File: src/rtl/scale_weight_capture_pkg.sv
// Shared types and widths for the scale weight capture front-end.
// Widths match the weight/height inputs of smart_scales_system.
package scale_pkg;

    localparam int WEIGHT_W = 9;
    localparam int HEIGHT_W = 8;

    typedef enum logic [1:0] {
        IDLE   = 2'd0,
        SETTLE = 2'd1,
        ACCUM  = 2'd2,
        DONE   = 2'd3
    } state_t;

endpackage

File: src/rtl/scale_weight_capture_if.sv
// Sample/measurement bus between the load-cell source, the capture block and its consumer.
// The tare strobe exists only when SCALE_TARE_EN is defined.
interface scale_weight_capture_if;
    import scale_pkg::*;

    logic                sample_valid;
    logic [WEIGHT_W-1:0] raw_weight;
    logic [HEIGHT_W-1:0] height_in;
    logic                meas_ack;
`ifdef SCALE_TARE_EN
    logic                tare;
`endif
    logic [WEIGHT_W-1:0] weight;
    logic [HEIGHT_W-1:0] height;
    logic                meas_valid;
    logic                busy;

    modport master (
`ifdef SCALE_TARE_EN
        output tare,
`endif
        output sample_valid, raw_weight, height_in, meas_ack,
        input  weight, height, meas_valid, busy
    );

    modport slave (
`ifdef SCALE_TARE_EN
        input  tare,
`endif
        input  sample_valid, raw_weight, height_in, meas_ack,
        output weight, height, meas_valid, busy
    );

endinterface

File: src/rtl/scale_weight_capture_settle_detector.sv
// Tracks the reference sample and run of in-tolerance samples; flags empty platform,
// in-tolerance samples and the sample that completes settling.
module scale_settle_detector
    import scale_pkg::*;
#(
    parameter int TOL        = 2,
    parameter int SETTLE_CNT = 4,
    parameter int MIN_LOAD   = 10
) (
    input  logic                clk,
    input  logic                rst_n,
    input  state_t              i_state,
    input  logic                i_sample_valid,
    input  logic [WEIGHT_W-1:0] i_raw,
    output logic                o_in_tol,
    output logic                o_empty,
    output logic                o_settled
);

    localparam int CNT_W = $clog2(SETTLE_CNT + 1);
    localparam logic [WEIGHT_W:0]   TOL_D     = (WEIGHT_W+1)'(TOL);
    localparam logic [WEIGHT_W:0]   ONE_D     = (WEIGHT_W+1)'(1);
    localparam logic [WEIGHT_W-1:0] MIN_D     = WEIGHT_W'(MIN_LOAD);
    localparam logic [CNT_W-1:0]    LAST_CNT  = CNT_W'(SETTLE_CNT - 1);
    localparam logic [CNT_W-1:0]    CNT_ONE   = CNT_W'(1);

    logic [WEIGHT_W-1:0] r_ref;
    logic [CNT_W-1:0]    r_stable_cnt;
    logic [WEIGHT_W:0]   w_diff;
    logic [WEIGHT_W:0]   w_abs_diff;
    logic                w_take;

    // 10-bit two's-complement difference; magnitude never exceeds 511.
    assign w_diff     = {1'b0, i_raw} - {1'b0, r_ref};
    assign w_abs_diff = w_diff[WEIGHT_W] ? (~w_diff + ONE_D) : w_diff;

    assign o_in_tol  = (w_abs_diff <= TOL_D);
    assign o_empty   = (i_raw < MIN_D);
    assign o_settled = (i_state == SETTLE) && i_sample_valid && !o_empty &&
                       o_in_tol && (r_stable_cnt == LAST_CNT);

    assign w_take = i_sample_valid && !o_empty;

    always_ff @(posedge clk or negedge rst_n) begin
        if (!rst_n) begin
            r_ref        <= '0;
            r_stable_cnt <= '0;
        end else if (w_take) begin
            case (i_state)
                IDLE: begin
                    r_ref        <= i_raw;
                    r_stable_cnt <= '0;
                end
                SETTLE: begin
                    if (o_in_tol) begin
                        r_stable_cnt <= r_stable_cnt + CNT_ONE;
                    end else begin
                        r_ref        <= i_raw;
                        r_stable_cnt <= '0;
                    end
                end
                ACCUM: begin
                    if (!o_in_tol) begin
                        r_ref        <= i_raw;
                        r_stable_cnt <= '0;
                    end
                end
                default: ;
            endcase
        end
    end

endmodule

File: src/rtl/scale_weight_capture.sv
// Waits for a settled load, averages NSAMP stable samples and holds one weight/height
// pair under a valid/ack handshake. Optional tare offset: SCALE_TARE_EN.
module scale_weight_capture
    import scale_pkg::*;
#(
    parameter int NSAMP      = 8,
    parameter int TOL        = 2,
    parameter int SETTLE_CNT = 4,
    parameter int MIN_LOAD   = 10
) (
    input  logic                   clk,
    input  logic                   rst_n,
    scale_weight_capture_if.slave  bus
);

    localparam int LOG2N = $clog2(NSAMP);
    localparam int ACC_W = WEIGHT_W + LOG2N;
    localparam logic [LOG2N-1:0] LAST_IDX  = LOG2N'(NSAMP - 1);
    localparam logic [LOG2N-1:0] COUNT_ONE = LOG2N'(1);

    state_t              r_state, w_state_next;
    logic [ACC_W-1:0]    r_acc, w_acc_next;
    logic [LOG2N-1:0]    r_count, w_count_next;
    logic [WEIGHT_W-1:0] r_weight, w_weight_next;
    logic [HEIGHT_W-1:0] r_height, w_height_next;
    logic                r_meas_valid, w_meas_valid_next;
    logic                r_busy, w_busy_next;

    logic                w_in_tol, w_empty, w_settled;
    logic [ACC_W-1:0]    w_sum;
    logic [WEIGHT_W-1:0] w_avg, w_weight_final;

    scale_settle_detector #(
        .TOL        (TOL),
        .SETTLE_CNT (SETTLE_CNT),
        .MIN_LOAD   (MIN_LOAD)
    ) u_settle (
        .clk            (clk),
        .rst_n          (rst_n),
        .i_state        (r_state),
        .i_sample_valid (bus.sample_valid),
        .i_raw          (bus.raw_weight),
        .o_in_tol       (w_in_tol),
        .o_empty        (w_empty),
        .o_settled      (w_settled)
    );

    assign w_sum = r_acc + ACC_W'(bus.raw_weight);
    assign w_avg = WEIGHT_W'(w_sum >> LOG2N);

`ifdef SCALE_TARE_EN
    logic [WEIGHT_W-1:0] r_tare_off;

    always_ff @(posedge clk or negedge rst_n) begin
        if (!rst_n) begin
            r_tare_off <= '0;
        end else if (r_state == IDLE && bus.sample_valid && bus.tare) begin
            r_tare_off <= bus.raw_weight;
        end
    end

    assign w_weight_final = (w_avg >= r_tare_off) ? (w_avg - r_tare_off) : '0;
`else
    assign w_weight_final = w_avg;
`endif

    always_ff @(posedge clk or negedge rst_n) begin
        if (!rst_n) begin
            r_state <= IDLE;
        end else begin
            r_state <= w_state_next;
        end
    end

    always_comb begin
        w_state_next = r_state;
        case (r_state)
            IDLE: begin
                if (bus.sample_valid && !w_empty) w_state_next = SETTLE;
            end
            SETTLE: begin
                if (bus.sample_valid) begin
                    if (w_empty)        w_state_next = IDLE;
                    else if (w_settled) w_state_next = ACCUM;
                end
            end
            ACCUM: begin
                if (bus.sample_valid) begin
                    if (w_empty)                  w_state_next = IDLE;
                    else if (!w_in_tol)           w_state_next = SETTLE;
                    else if (r_count == LAST_IDX) w_state_next = DONE;
                end
            end
            DONE: begin
                if (bus.meas_ack) w_state_next = IDLE;
            end
            default: w_state_next = IDLE;
        endcase
    end

    always_comb begin
        w_acc_next        = r_acc;
        w_count_next      = r_count;
        w_weight_next     = r_weight;
        w_height_next     = r_height;
        w_meas_valid_next = (w_state_next == DONE);
        w_busy_next       = (w_state_next == SETTLE) || (w_state_next == ACCUM);
        if (r_state == SETTLE && w_settled) begin
            w_acc_next   = '0;
            w_count_next = '0;
        end else if (r_state == ACCUM && bus.sample_valid && !w_empty && w_in_tol) begin
            w_acc_next   = w_sum;
            w_count_next = r_count + COUNT_ONE;
            // Final accepted sample: average includes it without waiting a cycle.
            if (r_count == LAST_IDX) begin
                w_weight_next = w_weight_final;
                w_height_next = bus.height_in;
            end
        end
    end

    always_ff @(posedge clk or negedge rst_n) begin
        if (!rst_n) begin
            r_acc        <= '0;
            r_count      <= '0;
            r_weight     <= '0;
            r_height     <= '0;
            r_meas_valid <= 1'b0;
            r_busy       <= 1'b0;
        end else begin
            r_acc        <= w_acc_next;
            r_count      <= w_count_next;
            r_weight     <= w_weight_next;
            r_height     <= w_height_next;
            r_meas_valid <= w_meas_valid_next;
            r_busy       <= w_busy_next;
        end
    end

    assign bus.weight     = r_weight;
    assign bus.height     = r_height;
    assign bus.meas_valid = r_meas_valid;
    assign bus.busy       = r_busy;

endmodule

File: src/flat_wrapper.sv
// flat-port wrapper written by rule: the top's interface ports become plain ports
module scale_weight_capture_flat import scale_pkg::*;
#(
    parameter int NSAMP      = 8,
    parameter int TOL        = 2,
    parameter int SETTLE_CNT = 4,
    parameter int MIN_LOAD   = 10
)
  (clk, rst_n, bus_sample_valid, bus_raw_weight, bus_height_in, bus_meas_ack, bus_weight, bus_height, bus_meas_valid, bus_busy);
  scale_weight_capture_if bus_i ();
  input  logic clk;
  input  logic rst_n;
  input wire logic [$bits(bus_i.sample_valid)-1:0] bus_sample_valid;
  input wire logic [$bits(bus_i.raw_weight)-1:0] bus_raw_weight;
  input wire logic [$bits(bus_i.height_in)-1:0] bus_height_in;
  input wire logic [$bits(bus_i.meas_ack)-1:0] bus_meas_ack;
  output wire logic [$bits(bus_i.weight)-1:0] bus_weight;
  output wire logic [$bits(bus_i.height)-1:0] bus_height;
  output wire logic [$bits(bus_i.meas_valid)-1:0] bus_meas_valid;
  output wire logic [$bits(bus_i.busy)-1:0] bus_busy;
  assign bus_i.sample_valid = bus_sample_valid;
  assign bus_i.raw_weight = bus_raw_weight;
  assign bus_i.height_in = bus_height_in;
  assign bus_i.meas_ack = bus_meas_ack;
  assign bus_weight = bus_i.weight;
  assign bus_height = bus_i.height;
  assign bus_meas_valid = bus_i.meas_valid;
  assign bus_busy = bus_i.busy;
  scale_weight_capture #(.NSAMP(NSAMP), .TOL(TOL), .SETTLE_CNT(SETTLE_CNT), .MIN_LOAD(MIN_LOAD)) u_core (.clk(clk), .rst_n(rst_n), .bus(bus_i));
endmodule
File: config.mk
export PLATFORM = sky130hd
export DESIGN_NAME = scale_weight_capture_flat
export DESIGN_NICKNAME = d
export VERILOG_FILES = /design/src/rtl/scale_weight_capture_pkg.sv /design/src/rtl/scale_weight_capture_if.sv /design/src/rtl/scale_weight_capture_settle_detector.sv /design/src/rtl/scale_weight_capture.sv /design/src/flat_wrapper.sv
export SDC_FILE = /design/constraint.sdc
export NUM_CORES = 1
export LEC_CHECK = 0
export BUFFER_PORTS_ARGS = -buffer_cell sky130_fd_sc_hd__clkbuf_2
export CORE_MARGIN = 2
export CORE_UTILIZATION = 50
export DETAILED_ROUTE_END_ITERATION = 8
export GPL_TIMING_DRIVEN = 0
export HOLD_SLACK_MARGIN = 0.15
export PLACE_DENSITY = 0.74
export SLEW_MARGIN = 30
export SYNTH_ARGS = -nofsm -noshare
export SYNTH_HDL_FRONTEND = slang
export SYNTH_SLANG_ARGS = --single-unit
File: constraint.sdc
create_clock -name clk -period 3.65 [get_ports clk]
set_input_delay 0.1825 -clock clk [delete_from_list [all_inputs] [get_ports clk]]
set_output_delay 0.1825 -clock clk [all_outputs]
set_load 0.005 [all_outputs]
==> results of run 1 <==
==> layer usage <==
layer	vias to the layer above	global-route usage, %
li1	1308	-
met2	62	35.4
met1	1310	27.4
met4	0	5.34
met3	11	2.56
met5	-	0
==> layout by cell type, fill, tap and decap left out, drive strengths merged, types with 3 or more instances in the layout <==
master	Yosys	routed
xor2	4	4
xnor2	10	10
ha	27	27
inv	26	26
nand2b	6	6
a21boi	4	4
nor3	7	7
o211ai	3	3
nor4	4	4
a211oi	3	3
nand2	12	12
o21ai	15	15
a22o	10	10
buf	5	10
nor2	23	23
nand3	8	8
a21oi	20	20
or3	3	3
o22ai	7	7
mux2i	3	3
o21a	6	6
a311oi	4	4
nand3b	3	3
a31oi	3	3
dfrtp	48	48
clkbuf	3	46
dlygate4sd3	0	9
o2111ai	4	4
mux2	27	27
==> area by class of cell <==
type,count,area (um^2)
fill,496,2320
multi-input combinational,240,2090
sequential,48,1200
timing repair buffer,54,345
inverter,26,97.6
tap,77,96.3
clock buffer,5,68.8
clock inverter,2,60.1
buffer,6,35.0
==> worst max-delay path by stage <==
stage	start	endpoint	slack, ns	depth (start not counted)
finish	u_core.u_settle.r_ref[0]	u_core.bus.busy	0.15	12
global route	u_core.u_settle.r_ref[2]	u_core.bus.busy	-0.07	12
floorplan	u_core.u_settle.r_ref[0]	u_core.bus.weight[6]	0.20	13
detailed placement	bus_raw_weight[0]	u_core.bus.height[6]	-0.25	14
global placement	bus_raw_weight[0]	u_core.bus.weight[2]	-0.20	15
CTS	u_core.u_settle.r_ref[0]	u_core.bus.height[6]	0.03	13
==> critical path: stages (launching register included) <==
cell and delay (ns):
dfrtp_1 0.39, ha_1 0.21, fa_2 0.42, nand2b_4 0.19, a21o_1 0.21, a311oi_4 0.35
o2111ai_1 0.19, nand3_1 0.18, o2111ai_4 0.17, nor2_1 0.42, nand2_1 0.19, o22ai_1 0.20
ha_1 0.27
==> power breakdown <==
group	switching [W]	internal (W)	total (W)
logic	0.000910	0.000723	0.00163
registers	0.0000332	0.000590	0.000623
clock network	0.000168	0.000269	0.000438
total	0.00111	0.00158	0.00269
==> stage by stage <==
stage | cells | hold slack [ns] | TNS, ns | utilization [%] | setup slack [ns]
detailed placement | 438 | 0.279 | -4.95 | 55.9 | -0.253
CTS | 459 | 0.178 | 0 | 60.6 | 0.0316
global route | 458 | 0.190 | -0.282 | 63.3 | -0.0749
finish | 458 | 0.180 | 0 | 63.3 | 0.154
global placement | 438 | 0.400 | -2.88 | 55.9 | -0.196
floorplan | 322 | -0.113 | 0 | - | 0.204
==> registers in the layout, indices dropped and copies added, names as in the netlist <==
| register | cells |
|---|---|
| u_core.u_settle.r_stable_cnt | 3 |
| u_core.r_acc | 12 |
| u_core.bus.meas_valid | 1 |
| u_core.bus.busy | 1 |
| u_core.u_settle.r_ref | 9 |
| u_core.bus.height | 8 |
| u_core.r_count | 3 |
| u_core.bus.weight | 9 |
| u_core.r_state | 2 |
==> repair_timing <==
item	CTS	global route
pin swaps	5	9
endpoints found under the hold margin	56	0
setup endpoints to repair	39	40
setup buffers	5	1
gates resized for setup	5	32
hold buffers	9	0
==> cells by family after synthesis <==
family,count (synthesis),synth area share [%]
simple gates,76,12.2
flops,48,37.1
fa+ha+maj,29,11.7
compound gates,91,20.6
xor+xnor,14,3.79
buf+inv,34,4.40
mux,30,10.3
==> results by group, run 1 <==
Pwr
  • Overall Power: 0.00269 W
  • Max VDD drop: 0.000458 V
  • P_leak: between 1.5 and 2 nW
  • Pwr per Cell Area: 674 nW/um^2

Setup path
  • Crit Path Max Fanout: 5
  • CP startpoint kind: flop
  • Critical path arrival: between 3 and 4 ns
  • Critical path capture point type: flop
  • Req. time, crit path: 3.84 ns
  • R2R cell count: 12
  • R2r endpoint: u_core.bus.busy
  • R2r setup slk: approximately 0.15 ns
  • R2r startpoint: u_core.u_settle.r_ref[0]
  • Crit Path Class: flop to flop

GRT
  • Total GRT Usage: 20.5%
  • Grt ovf: 0
  • Vias in the first global route: approximately 2,600
  • First-pass GRT wire length: 12,000 um
  • Initial antenna violation count: 0
  • Largest net degree at the start of global routing: between 40 and 50

Synth
  • Post-synth top cells: 48 x dfrtp_1, 27 x ha_1, 26 x inv_1, 23 x nor2_1, 20 x a21oi_1
  • Dominant synthesized flop cell: dfrtp_1
  • Top post-synthesis cells by area: dfrtp_1 37%, ha_1 10%, mux2_2 6.3%
  • Synthesis Warnings: 0
  • Mapped Area: 3240 um^2
  • Sequential-to-total area share from yosys stat: 37.1%
  • Synth cell types: 55
  • Post-synth EDFFs: 0
  • Top-count cell post-synth: dfrtp_1
  • Share of Yosys cell area claimed by the top area cell type: ~37%
  • Biggest area consumer among synthesized cells: dfrtp_1
  • Synth Instances: 322
  • Synth async-reset ratio: 100%
  • Avg Inst Size Synth: 10.1 um^2
  • Syn nets: 372
  • Flops & latches, synth: 48

Detailed routing
  • # DRC: 0
  • Vias: 2,691
  • ANT nets after route: 0
  • Routed WL: 7450 um
  • Wl on met1: 3200 um
  • Vias per inst: 5.88
  • Metal2 WL: 3840 um
  • DR pass1 iterations: 4
  • DR top layer: met4
  • Met3 Routed Length: 309 um
  • Initial DRC count: 134
  • Wire per inst: approximately 16 um

Run
  • Max cap viols: 0

Place
  • Routability-driven placement congestion ratio: slightly below 0.9
  • PortBufs: 39
  • DPL Wire Length: ~5100 um
  • Dpl cell area: 3530 um^2

CTS
  • CTS tree: built
  • Max H-tree Level: 2
  • Worst-Skew Late Latency: ~0.3 ns
  • CTS max path bufs: 2
  • CTS Sinks: 48
  • Cts bufs inserted: 5
  • Clock root cell: clkbuf_8
  • Clock-pin transition on the worst setup and hold timing paths: 0.09 ns

STA
  • Slew Limit Headroom: 44.2%
  • Fin. Hold Viols: 0
  • Final period utilization: 95.8%
  • Worst slew pin tran: 0.826 ns
  • Tmin final: 3.50 ns
  • Max frequency: 286 MHz
  • Endpoints failing setup: 0
  • Clock Skews: ~0.01 ns
  • Final slew viol count: 0

Worst hold path
  • Worst hold path depth: 2
  • WHS Endpoint: u_core.u_settle.r_ref[0]
  • Start point of the worst hold path: bus_raw_weight[0]
  • Min-delay worst type: input port to flop

Cells and area
  • Post-route cell area: 4000 um^2
  • Synth-to-layout area growth: 23.4%
  • Final #Nets: 431
  • Layout cell share with drive strength beyond 1: 27.3%
  • Antenna fix cells: 0

Floorplan
  • Die height: around 84 um
  • Core ar.: 6310 um^2
  • # IOs: 40
  • Standard-cell rows: 29
  • Width of the die: roughly 84 um
  • Starting Density: 51.3%
  • Die area: roughly 7000 um^2

Run status
  • Status: finished clean
Note: power is estimated with default switching activity, not from simulation.
==> run 2, diff against run 1 <==
--- a/config.mk
+++ b/config.mk
@@ -5,6 +5,7 @@
 export SDC_FILE = /design/constraint.sdc
 export NUM_CORES = 1
 export LEC_CHECK = 0
+export ABC_AREA = 1
 export BUFFER_PORTS_ARGS = -buffer_cell sky130_fd_sc_hd__clkbuf_2
 export CORE_MARGIN = 2
 export CORE_UTILIZATION = 50
@@ -16,3 +17,4 @@
 export SYNTH_ARGS = -nofsm -noshare
 export SYNTH_HDL_FRONTEND = slang
 export SYNTH_SLANG_ARGS = --single-unit
+export TNS_END_PERCENT = 50
==> run 2 against run 1 <==
  * Sequential share of layout area grew 1.0 points
  * Clock skew shrank 0.0033 ns
  * Cell count grew 28%
  * Wire length shrank 6.6%
==> results by group, run 2 <==
Cells and area
  • Commonest non-fill, non-tap cell in the layout: nand2_1
  • Antenna fix cells: 0 (unchanged)
  • Max reg flops: 12 (unchanged)
  • Synth-to-layout area growth: 15.0%
  • Final core occ: 60.2% (-3.1 points)
  • Post-route cell area: 3870 um^2 (-3.2%)
  • Most frequent cells in the layout: 139 x nand2_1, 67 x inv_1, 48 x dfrtp_1
  • Largest Register: u_core.r_acc
  • Layout cell share with drive strength beyond 1: 16.7% (-11 points)
  • Final #Nets: 559 (+30%)

CTS
  • Clock root cell: clkbuf_8
  • Post-CTS setup buffer count: 0 (-5)
  • Hold_buf cts: 9 (unchanged)
  • CTS Sinks: 48 (unchanged)
  • CTS max path bufs: 2 (unchanged)
  • CTS tree: built
  • Max H-tree Level: 2 (unchanged)
  • Worst-Skew Late Latency: 0.30 ns (about the same)
  • Cts bufs inserted: 5 (unchanged)
  • Clock-pin transition on the worst setup and hold timing paths: 0.09 ns (about the same)
  • Post-cts resize count: 0 (-5)

STA
  • Tmin final: 3.17 ns (-0.324 ns)
  • Total negative slack: 0 ns (unchanged)
  • Max frequency: 315 MHz (+10%)
  • Slew Limit Headroom: 56.9% (+13 points)
  • Setup WS post-layout: 0.478 ns (+0.324 ns)
  • Endpoints failing setup: 0 (unchanged)
  • Final period utilization: 86.9% (-8.9 points)
  • Final slew viol count: 0 (unchanged)
  • Worst slew pin tran: 0.647 ns (-0.179 ns)
  • RSZ-0062 raised after global routing: no
  • Clock Skews: 0.00675 ns (-0.00329 ns)
  • Fin. Hold Viols: 0 (unchanged)

Synth
  • Flops & latches, synth: 48 (unchanged)
  • Avg Inst Size Synth: 7.40 um^2 (-26%)
  • Mapped Area: 3360 um^2 (+3.8%)
  • Syn nets: 504 (+35%)
  • Synth async-reset ratio: 100% (unchanged)
  • Post-synth top cells: 139 x nand2_1, 67 x inv_1, 48 x dfrtp_1, 35 x nand3_1, 27 x ha_1
  • Synth Instances: 454 (+41%)
  • Synth cell types: 32 (-42%)
  • Sequential-to-total area share from yosys stat: 35.7% (-1.4 points)
  • Dominant synthesized flop cell: dfrtp_1
  • Top post-synthesis cells by area: dfrtp_1 36%, nand2_1 16%, ha_1 10%
  • Top-count cell post-synth: nand2_1
  • Post-synth EDFFs: 0 (unchanged)
  • Synthesis Warnings: 0 (unchanged)
  • Share of Yosys cell area claimed by the top area cell type: 35.7% (-1.4 points)
  • Biggest area consumer among synthesized cells: dfrtp_1

Floorplan
  • Die height: 86.0 um (+1.8%)
  • # IOs: 40 (unchanged)
  • Die area: 7390 um^2 (+3.6%)
  • Width of the die: 86.0 um (+1.8%)
  • Starting Density: 52.3% (+1.0 points)
  • Core ar.: 6420 um^2 (+1.7%)
  • Standard-cell rows: 29 (unchanged)

Setup path
  • CP startpoint kind: flop
  • Crit Path Class: flop to flop
  • Critical path capture point type: flop
  • Critical path arrival: 3.37 ns (-0.31 ns)
  • R2r startpoint: u_core.u_settle.r_ref[0]
  • Critical Path Start: u_core.u_settle.r_ref[0]
  • R2r endpoint: u_core.r_acc[0]
  • Crit Path Max Fanout: 10 (+5)
  • R2r setup slk: 0.48 ns (+0.32 ns)
  • R2R cell count: 22 (+10)
  • Worst Setup EP: u_core.r_acc[0]
  • Req. time, crit path: 3.85 ns (about the same)

Detailed routing
  • Vias per inst: 5.03 (-14%)
  • Wl on met1: 3220 um (+0.59%)
  • Vias: 2,952 (+9.7%)
  • Met3 Routed Length: 197 um (-36%)
  • DR pass1 iterations: 4 (unchanged)
  • ANT nets after route: 0 (unchanged)
  • Wire per inst: 11.9 um (-27%)
  • # DRC: 0 (unchanged)
  • Metal2 WL: 3460 um (-10%)
  • DR top layer: met4
  • Routed WL: 6960 um (-6.6%)
  • Initial DRC count: 117 (-13%)

Pwr
  • Pwr per Cell Area: 636 nW/um^2 (-5.7%)
  • P_leak: 2.22 nW (+20%)
  • Max VDD drop: 0.000338 V (-26%)
  • Overall Power: 0.00246 W (-8.7%)

GRT
  • Initial antenna violation count: 0 (unchanged)
  • Grt ovf: 0 (unchanged)
  • First-pass GRT wire length: 12,600 um (+4.8%)
  • Vias in the first global route: 2,846 (+8.0%)
  • Total GRT Usage: 20.9% (+0.44 points)
  • Largest net degree at the start of global routing: 49 (unchanged)

Worst hold path
  • Min-delay worst type: input port to flop

Place
  • DPL Wire Length: 5240 um (+2.6%)
  • Routability-driven placement congestion ratio: 0.910 (+3.5%)
  • Dpl cell area: 3650 um^2 (+3.5%)
  • PortBufs: 39 (unchanged)
  • Pre-CTS setup slack: 0.504 ns (+0.757 ns)

Run status
  • Status: finished clean

Run
  • Max cap viols: 0 (unchanged)
## run 2: worst min-delay path by stage
stage	start	end	slack (ns)	depth (start not counted)
floorplan	rst_n	u_core.bus.busy	-0.11	0
global placement	bus_height_in[3]	u_core.bus.height[3]	0.38	3
detailed placement	rst_n	u_core.u_settle.r_stable_cnt[1]	0.28	1
CTS	bus_raw_weight[0]	u_core.u_settle.r_ref[0]	0.17	3
global route	bus_raw_weight[5]	u_core.u_settle.r_ref[5]	0.19	3
finish	bus_raw_weight[0]	u_core.u_settle.r_ref[0]	0.18	3
## run 2: logic make-up after synthesis
family	synth area share, %
AOI/OAI and AO/OA	11.9
xor gates and xnor gates	2.87
buffers and inverters	9.94
adders and majority gates	11.2
DFF	35.7
and+or+nand+nor	28.3
## run 2: routing by layer
layer	vias to the layer above	GRT usage, %
met2	43	37.0
met4	0	5.92
met3	7	2.60
met5	-	0
li1	1547	-
met1	1355	26.7
## run 2: through the flow
stage	hold WS [ns]	instances
final	0.178	587
after global routing	0.186	587
after CTS	0.167	587
after detailed placement	0.283	570
after global placement	0.375	570
after floorplan	-0.113	454
## run 2: area by class of cell
| type | count | area (um^2) |
|---|---|---|
| Inverter | 76 | 285 |
| Buffer | 6 | 48.8 |
| Clock buffer | 6 | 82.6 |
| Tap cell | 77 | 96.3 |
| Multi-Input combinational cell | 324 | 1830 |
| Timing Repair Buffer | 48 | 288 |
| Fill cell | 565 | 2560 |
| Clock inverter | 2 | 38.8 |
| Sequential cell | 48 | 1200 |
## run 2: report_power, final
group | switching [W] | internal [W] | total [W]
Combinational | 0.000882 | 0.000502 | 0.00138
Clock | 0.000180 | 0.000224 | 0.000404
Sequential | 0.0000478 | 0.000624 | 0.000671
Total | 0.00111 | 0.00135 | 0.00246
## run 2: worst max-delay path, stage by stage (launching register included)
cell     delay [ns]
dfrtp_1        0.39
ha_1           0.21
fa_1           0.39
inv_1          0.11
nand2_1        0.06
nand2_1        0.11
nand3_1        0.08
nand2_1        0.14
inv_1          0.07
nor2_1         0.10
nand2_1        0.07
nand2_1        0.06
nand2_1        0.04
nand2_1        0.05
nand3_1        0.07
nor2_2         0.21
nand2_1        0.11
inv_2          0.11
nand3_4        0.10
nand2_2        0.16
inv_2          0.06
buf_2          0.18
a22o_1         0.19
==> run 3, diff against run 2 <==
--- a/config.mk
+++ b/config.mk
@@ -7,6 +7,7 @@
 export LEC_CHECK = 0
 export ABC_AREA = 1
 export BUFFER_PORTS_ARGS = -buffer_cell sky130_fd_sc_hd__clkbuf_2
+export CORE_ASPECT_RATIO = 1.25
 export CORE_MARGIN = 2
 export CORE_UTILIZATION = 50
 export DETAILED_ROUTE_END_ITERATION = 8
==> run 3 against run 2 <==
  * Cell area is 0.45% lower
  * Die area hardly changed
  * Global-route usage is 0.36 points lower
  * Critical path depth stayed put
  * Critical path type unchanged
==> results by group, run 3 (same netlist as run 2, synthesis figures left out) <==
Cells and area
  • Final #Nets: 559 (unchanged)
  • Synth-to-layout area growth: 14.5%
  • Number of fillers in the final layout: 605 (+7.1%)
  • Layout cell share with drive strength beyond 1: 16.7% (unchanged)
  • Commonest non-fill, non-tap cell in the layout: nand2_1
  • Most frequent cells in the layout: 139 x nand2_1, 67 x inv_1, 48 x dfrtp_1
  • Largest Register: u_core.r_acc
  • Max reg flops: 12 (unchanged)
  • Antenna fix cells: 0 (unchanged)
  • Area of the multi-input gates: 1830 um^2 (unchanged)
  • Storage cell area: 1200 um^2 (unchanged)

Detailed routing
  • # DRC: 0 (unchanged)
  • Vias: 2,996 (+1.5%)
  • Vias per inst: 5.02 (-0.21%)
  • Initial DRC count: 103 (-12%)
  • ANT nets after route: 0 (unchanged)
  • Routed WL: 6970 um (+0.17%)
  • Wire per inst: 11.7 um (-1.5%)
  • DR pass1 iterations: 4 (unchanged)

CTS
  • CTS max path bufs: 2 (unchanged)
  • Max H-tree Level: 2 (unchanged)
  • Clock root cell: clkbuf_8
  • Worst-Skew Late Latency: 0.31 ns (about the same)
  • Clock-pin transition on the worst setup and hold timing paths: 0.09 ns (about the same)
  • Cts bufs inserted: 5 (unchanged)
  • CTS Sinks: 48 (unchanged)
  • CTS tree: built

Setup path
  • Critical path arrival: 3.37 ns (about the same)
  • Critical path capture point type: flop
  • Critical Path Start: u_core.u_settle.r_ref[0]
  • R2r setup slk: 0.48 ns (about the same)
  • Req. time, crit path: 3.85 ns (about the same)
  • Crit Path Class: flop to flop
  • R2r startpoint: u_core.u_settle.r_ref[0]
  • Crit Path Max Fanout: 10 (unchanged)
  • CP startpoint kind: flop

Floorplan
  • Core ar.: 6520 um^2 (+1.6%)
  • Starting Density: 51.5% (-0.81 points)
  • Die height: 95.7 um (+11%)
  • # IOs: 40 (unchanged)
  • Standard-cell rows: 33 (+14%)
  • Die area: 7400 um^2 (about the same)
  • Width of the die: 77.3 um (-10%)

GRT
  • Largest net degree at the start of global routing: 49 (unchanged)
  • Total GRT Usage: 20.5% (-0.36 points)
  • Grt ovf: 0 (unchanged)
  • Vias in the first global route: 2,820 (-0.91%)
  • First-pass GRT wire length: 12,200 um (-2.7%)
  • Initial antenna violation count: 0 (unchanged)

Place
  • PortBufs: 39 (unchanged)
  • DPL Wire Length: 5350 um (+2.1%)
  • Routability-driven placement congestion ratio: 0.872 (-4.2%)

Worst hold path
  • Min-delay worst type: input port to flop
  • Start point of the worst hold path: bus_raw_weight[6]

STA
  • Final slew viol count: 0 (unchanged)
  • Fin. Hold Viols: 0 (unchanged)
  • Endpoints failing setup: 0 (unchanged)
  • Total negative slack: 0 ns (unchanged)
  • Hold_ws: 0.162 ns (-0.0169 ns)
  • Final period utilization: 86.7% (-0.16 points)
  • Max frequency: 316 MHz (+0.19%)
  • Tmin final: 3.17 ns (-0.00587 ns)
  • Worst slew pin tran: 0.650 ns (+0.00356 ns)
  • RSZ-0062 raised after global routing: no
  • Slew Limit Headroom: 56.7% (-0.24 points)
  • Clock Skews: 0.00350 ns (-0.00325 ns)

Pwr
  • Max VDD drop: 0.000307 V (-9.3%)
  • Pwr per Cell Area: 624 nW/um^2 (-2.0%)
  • P_leak: 2.21 nW (-0.58%)

Run
  • Max cap viols: 0 (unchanged)

Run status
  • Status: finished clean
==> run 3: cell count changes in the layout (fill, tap and decap cells not counted), sizes merged <==
cell / previous run / this run
bufinv: 1 / 0
clkbuf: 45 / 44
clkinv: 1 / 2
inv: 76 / 77
==> run 3: routing by layer <==
layer	global-route usage, %	wire length [um]
met3	2.65	184
met1	24.6	3000
met2	36.0	3540
met4	11.0	248
met5	0	0
==> run 3: final timing paths <==
path / depth (start not counted) / endpoint
worst max-delay path: 22 / u_core.r_acc[0]
worst min-delay path: 3 / u_core.u_settle.r_ref[6]
worst max register to register: 22 / u_core.r_acc[0]
worst min register to register: 2 / u_core.bus.weight[4]
max in group asynchronous: 2 / u_core.r_state[0]
min in group asynchronous: 2 / u_core.bus.weight[5]
==> run 3: metrics by stage <==
step / cell area, um^2 / utilization [%] / worst slack [ns] / total power [W] / instances
floorplan: 3360 / - / 0.920 / 0.00178 / 454
global placement: 3660 / 56.2 / 0.564 / 0.00202 / 580
detailed placement: 3670 / 56.2 / 0.500 / 0.00206 / 580
CTS: 3850 / 59.0 / 0.478 / 0.00241 / 597
global route: 3850 / 59.0 / 0.108 / 0.00267 / 597
finish: 3850 / 59.0 / 0.484 / 0.00240 / 597
==> run 3: power breakdown <==
part	leakage [nW]	switching, W	internal [W]
registers	0.628	0.0000481	0.000623
clock network	0.0485	0.000191	0.000138
logic	1.53	0.000897	0.000502
==> run 3: worst max-delay path, stage by stage (launching register included) <==
cell,delay (ns)
dfrtp_1,0.39
ha_1,0.21
fa_1,0.39
inv_1,0.12
nand2_1,0.06
nand2_1,0.10
nand3_1,0.08
nand2_1,0.14
inv_1,0.08
nor2_1,0.14
nand2_1,0.08
nand2_1,0.06
nand2_1,0.05
nand2_1,0.06
nand3_1,0.07
nor2_2,0.15
nand2_1,0.09
inv_2,0.11
nand3_4,0.10
nand2_2,0.15
inv_2,0.06
buf_2,0.18
a22o_1,0.20
==> run 3: what timing repair did <==
action,4_1_cts,5_1_grt
hold buffers,9,0
resized for setup,0,0
hold endpoints to repair,56,0
endpoints found under the setup margin,0,0
buffers inserted,0,0
==> run 3: area by class of cell <==
cell class	instances	share of cell area, %
timing repair buffer	48	7.48
inverter	76	7.41
tap	87	2.83
multi-input combinational	324	47.4
clock buffer	5	1.79
sequential	48	31.2
buffer	6	1.27
clock inverter	3	0.585
